--- src/rtl/alu_vector_gen.sv ---
// alu_vector_gen: hardware producer of 26-bit ALU golden-vector records.
// Each record is {A, B, ctrl, add, sub, and, or} for 4-bit two's-complement
// operands, streamed on a valid/ready port together with its index.
// Optional build macro ALU_VEC_LFSR_EN: operands come from an 8-bit
// Fibonacci LFSR (x^8+x^6+x^5+x^4+1) instead of the index counter.
module alu_vector_gen #(
    parameter int         ADDR_W  = 4,
    parameter int         NUM_VEC = 16,
    parameter logic [7:0] SEED    = 8'hA5
) (
    input  logic              clk,
    input  logic              rst_n,
    input  logic              start,
    input  logic              abort,
    input  logic              rec_ready,
    output logic              rec_valid,
    output logic [25:0]       rec_data,
    output logic [ADDR_W-1:0] rec_addr,
    output logic              rec_last,
    output logic              busy,
    output logic              done
);

    // Index is at least 10 bits wide so the operand fields can always be sliced from it.
    localparam int              IDX_W    = (ADDR_W > 10) ? ADDR_W : 10;
    localparam logic [IDX_W-1:0] LAST_IDX = IDX_W'(NUM_VEC - 1);

    localparam logic [1:0] S_IDLE = 2'd0;
    localparam logic [1:0] S_GEN  = 2'd1;
    localparam logic [1:0] S_DONE = 2'd2;

    logic [1:0]       state;
    logic [IDX_W-1:0] idx;
    logic [IDX_W-1:0] idx_next;
    logic             hs;
    logic [25:0]      first_rec;
    logic [25:0]      next_rec;

    // Pack one record; add/sub wrap in 4-bit two's complement with no saturation.
    function automatic logic [25:0] pack_rec(input logic [3:0] a,
                                             input logic [3:0] b,
                                             input logic [1:0] ctrl);
        logic signed [3:0] sa;
        logic signed [3:0] sb;
        logic signed [3:0] s_add;
        logic signed [3:0] s_sub;
        sa    = signed'(a);
        sb    = signed'(b);
        s_add = sa + sb;
        s_sub = sa - sb;
        return {a, b, ctrl, $unsigned(s_add), $unsigned(s_sub), a & b, a | b};
    endfunction

    assign hs       = rec_valid & rec_ready;
    assign idx_next = idx + IDX_W'(1);

`ifdef ALU_VEC_LFSR_EN
    // An all-zero seed would lock the LFSR, so it is replaced by 8'h01.
    localparam logic [7:0] SEED_EFF = (SEED == 8'h00) ? 8'h01 : SEED;

    logic [7:0] lfsr;
    logic [7:0] lfsr_adv;

    function automatic logic [7:0] lfsr_step(input logic [7:0] l);
        return {l[6:0], l[7] ^ l[5] ^ l[4] ^ l[3]};
    endfunction

    assign lfsr_adv  = lfsr_step(lfsr);
    assign first_rec = pack_rec(SEED_EFF[7:4], SEED_EFF[3:0], 2'b00);
    assign next_rec  = pack_rec(lfsr_adv[7:4], lfsr_adv[3:0], idx_next[1:0]);

    // LFSR holds the operands of the record currently presented; it steps only on a handshake.
    always_ff @(posedge clk or negedge rst_n) begin
        if (!rst_n) begin
            lfsr <= SEED_EFF;
        end else if (!abort) begin
            if (state == S_IDLE && start) begin
                lfsr <= SEED_EFF;
            end else if (state == S_GEN && hs) begin
                lfsr <= lfsr_adv;
            end
        end
    end
`else
    assign first_rec = pack_rec(4'd0, 4'd0, 2'd0);
    assign next_rec  = pack_rec(idx_next[9:6], idx_next[5:2], idx_next[1:0]);
`endif

    // Control FSM plus output record register; abort overrides every state.
    always_ff @(posedge clk or negedge rst_n) begin
        if (!rst_n) begin
            state     <= S_IDLE;
            rec_valid <= 1'b0;
            rec_data  <= '0;
            idx       <= '0;
        end else if (abort) begin
            state     <= S_IDLE;
            rec_valid <= 1'b0;
        end else begin
            case (state)
                S_IDLE: begin
                    if (start) begin
                        state     <= S_GEN;
                        idx       <= '0;
                        rec_data  <= first_rec;
                        rec_valid <= 1'b1;
                    end
                end
                S_GEN: begin
                    if (hs) begin
                        if (idx == LAST_IDX) begin
                            rec_valid <= 1'b0;
                            state     <= S_DONE;
                        end else begin
                            idx      <= idx_next;
                            rec_data <= next_rec;
                        end
                    end
                end
                S_DONE: begin
                    state <= S_IDLE;
                end
                default: begin
                    state <= S_IDLE;
                end
            endcase
        end
    end

    assign rec_addr = idx[ADDR_W-1:0];
    assign rec_last = rec_valid & (idx == LAST_IDX);
    assign busy     = (state == S_GEN);
    assign done     = (state == S_DONE);

endmodule

--- config.mk ---
export PLATFORM = sky130hd
export DESIGN_NAME = alu_vector_gen
export DESIGN_NICKNAME = d
export VERILOG_FILES = /design/src/rtl/alu_vector_gen.sv
export SDC_FILE = /design/constraint.sdc
export NUM_CORES = 1
export LEC_CHECK = 0
export ABC_CLOCK_PERIOD_IN_PS = 5500
export BUFFER_PORTS_ARGS = -buffer_cell sky130_fd_sc_hd__buf_2
export CAP_MARGIN = 20
export CORE_MARGIN = 2
export CORE_UTILIZATION = 57
export DETAILED_ROUTE_END_ITERATION = 12
export PLACE_DENSITY = 0.84
export SLEW_MARGIN = 5
export SYNTH_ARGS = -nofsm -noshare
export SYNTH_HDL_FRONTEND = slang
export SYNTH_SLANG_ARGS = --single-unit
--- constraint.sdc ---
create_clock -name clk -period 5.5 [get_ports clk]
set_input_delay 1.1 -clock clk [delete_from_list [all_inputs] [get_ports clk]]
set_output_delay 1.1 -clock clk [all_outputs]
set_load 0.005 [all_outputs]
==> flow_metrics.env <==
export IMPL_status="complete, but fails checks"
export IMPL_violations="DRC"
export IMPL_wl_per_cell_um=15.91
export IMPL_holdPathEnd="rec_data[11]"
export IMPL_fin_crit_sh_pct=56.17
export IMPL_ff_latch_area_um2=700.7
export IMPL_period_minus_slack_ps=3089
export IMPL_p_clk_share_pct=34.0
export IMPL_drive_above_1_share_pct=23.15
export IMPL_rr_startpoint="rec_data[16]"
export IMPL_critPathRequiredTime_ps=4400
export IMPL_synth_top_area_share_pct=41.24
export IMPL_nNetsFinal=222
export IMPL_clk_pin_slew_ps=150
export IMPL_crit_path_top_delay_cell="dfrtp_1"
export IMPL_clockBufferDepth=2
export IMPL_yosysWarnings=0
export IMPL_p_leak_uw=0.0009630
export IMPL_final_cells=234
export IMPL_drt_wl_total_mm=3.722
export IMPL_p_per_area_nw_per_um2=212.6
export IMPL_place_area_um2=1831
export IMPL_regToRegSetupSlack_ps=2810
export IMPL_pin_count=39
export IMPL_p_switching_uw=98.86
export IMPL_yosysSeqAreaShare_pct=41.24
export IMPL_min_path_type="reg2reg"
export IMPL_stdcell_area_um2=1891
export IMPL_grtUsageTotal_pct=24.13
export IMPL_synth_flop_cell="dfrtp_1"
export IMPL_grt_max_degree=29
export IMPL_die_w_um=58.60
export IMPL_rsz0062_at_grt="false"
export IMPL_synth_seq_cells=28
export IMPL_syn_area_um2=1699
export IMPL_cts_made_buffers=3
export IMPL_seq_power_share_pct=54.6
export IMPL_switching_share_pct=24.60
export IMPL_comb_power_share_pct=11.5
export IMPL_r2r_end="rec_data[9]"
export IMPL_tightest_slew_ps=922.1
export IMPL_clock_skew_final_ps=9.596
export IMPL_via_count=1418
export IMPL_synthTopCellsByArea="dfrtp_1, ha_1, o21ai_0, o31ai_1, buf_4"
export IMPL_die_area_um2=3433
export IMPL_clk_latency_ps=340
export IMPL_internal_power_uw=303.1
export IMPL_design_core_area_um2=2805
export IMPL_slew_headroom_pct=38.06
export IMPL_max_cap_violations=0
export IMPL_multi_input_area_um2=859.6
export IMPL_syn_num_nets=192
export IMPL_syn_area_per_cell_um2=9.765
export IMPL_rr_worst_depth=5
export IMPL_fill_cells=224
export IMPL_startpoint_type="flip-flop"
export IMPL_hold_violations=0
export IMPL_area_delta_synth_final_pct=11.27
export IMPL_port_buffers=38
export IMPL_yosysMostFrequentCell="dfrtp_1"
export IMPL_worstHoldStart="rec_data[11]"
export IMPL_worstHoldPathCells=1
export IMPL_antenna_cells=0
export IMPL_synth_distinct_cells=38
export IMPL_vdd_drop_max_uv=104.5
export IMPL_cts_tree="done"
export IMPL_synth_common_cells="dfrtp_1, o21ai_0, ha_1"
export IMPL_row_count=19
export IMPL_syn_inst=174
export IMPL_drtAntennaViolNets=0
export IMPL_crit_path_end_kind="output port"
export IMPL_synth_edf_count=0
export IMPL_post_cts_buffers=0
export IMPL_cts_root_buf="clkbuf_4"
export IMPL_cp_slowest_stage_delay_ps=470
export IMPL_drt_iter0_markers=54
export IMPL_cts_hold_buffers=0
export IMPL_fmax_ghz=0.3237
export IMPL_fp_dieH_um=58.60
export IMPL_slew_violations=0
export IMPL_start_util_pct=60.57
export IMPL_synth_top_area_cell="dfrtp_1"
export IMPL_drt_pass1_iter_count=8
export IMPL_antenna_found_initial=0
export IMPL_drc=4
export IMPL_grt_pass1_vias=1363
export IMPL_ys_async_sr_fraction_pct=100.0
export IMPL_clkSinkCount=28
export IMPL_post_route_util_pct=67.40
export IMPL_grt_pass1_wl_mm=6.361
export IMPL_finalSetupViolations=0
export IMPL_overflow=0
export IMPL_hpwl_mm=2.733
export IMPL_viasPerCell=6.060
export IMPL_cts_htree_levels=1
export IMPL_place_inst=229
export IMPL_post_cts_resized=0
export IMPL_crit_path_cell_trace="ha_1, nand4b_1, nor3_2, and2_1, buf_2"
export IMPL_gp_congestion=0.8685
export IMPL_crit_arrival_ps=1990
export IMPL_crit_type="reg2out"
export IMPL_critPathMaxFanout=6
export IMPL_fin_setup_tns_ps=0
## cells by family after synthesis
logic type	after synthesis	synth area share, %
compound gates	55	19.81
simple gates	42	14.66
flops	28	41.24
xor+xnor	11	5.670
buf+inv	25	8.174
fa+ha+maj	13	10.46
## layout make-up
type,instances,area share [%]
flip-flops and latches,28,37.06
multi-input cells,121,45.47
clock buffers,3,1.191
clock inverters,1,1.588
inverters,11,2.184
repair buffers,39,10.46
well taps,31,2.052
## critical path: cells and delay by family, from the launching register on
kind | cells | cell delay (ps)
buffers and inverters | 1 | 100
adder cells (fa/ha/maj) | 1 | 320
flip-flops | 1 | 470
AND/OR/NAND/NOR | 3 | 760
## registers in the layout (all words and copies together), names as in the netlist
register	flops
rec_data	24
idx	1
rec_valid	1
state	2
## stage by stage
step	power (uW)	hold WS, ps	setup WS (ps)
after global routing	418.6	552.5	2266
after CTS	400.3	518.4	2452
after floorplan	252.9	479.4	3033
final	401.9	516.6	2411
after detailed placement	268.4	478.1	2598
after global placement	265.8	469.8	2699
## routing by layer
metal / global-route usage [%] / vias to the layer above / share of wire (%)
met2: 40.61 / 56 / 51
li1: - / 677 / -
met3: 3.077 / 4 / 5.7
met5: 0 / - / 0
met1: 32.91 / 681 / 42
met4: 6.818 / 0 / 1.0
## power by group through the flow
| stage | Sequential [uW] | Combinational, uW | Clock [uW] |
|---|---|---|---|
| finish | 219 | 46.0 | 137 |
| CTS | 219 | 45.5 | 136 |
| detailed placement | 223 | 45.3 | 0 |
| floorplan | 223 | 30.2 | 0 |
| global route | 221 | 52.5 | 146 |
| global placement | 222 | 43.7 | 0 |
## layout by cell type, fill, tap and decap left out, drive strengths merged, types with 3 or more instances in the layout
cell / count
nand3: 4
ha: 11
nand2: 10
o2bb2ai: 6
inv: 10
clkbuf: 3
nor2: 5
xor2: 6
o21ai: 32
nor3: 3
nand2b: 3
buf: 39
and3: 4
a21oi: 3
o31ai: 10
dfrtp: 28
xnor2: 5
## how the worst max path moves through the flow
| stage | start | endpoint | slack (ps) | cells past startpoint |
|---|---|---|---|---|
| after floorplan | rec_data[22] | rec_last | 3030 | 4 |
| after global placement | rec_ready | rec_data[11] | 2700 | 5 |
| after detailed placement | rec_ready | rec_data[23] | 2600 | 5 |
| after CTS | state[0] | busy | 2450 | 3 |
| after global routing | state[0] | busy | 2270 | 3 |
| final | rec_data[16] | rec_last | 2410 | 5 |
No activity file was read; power rests on OpenSTA's default activity.
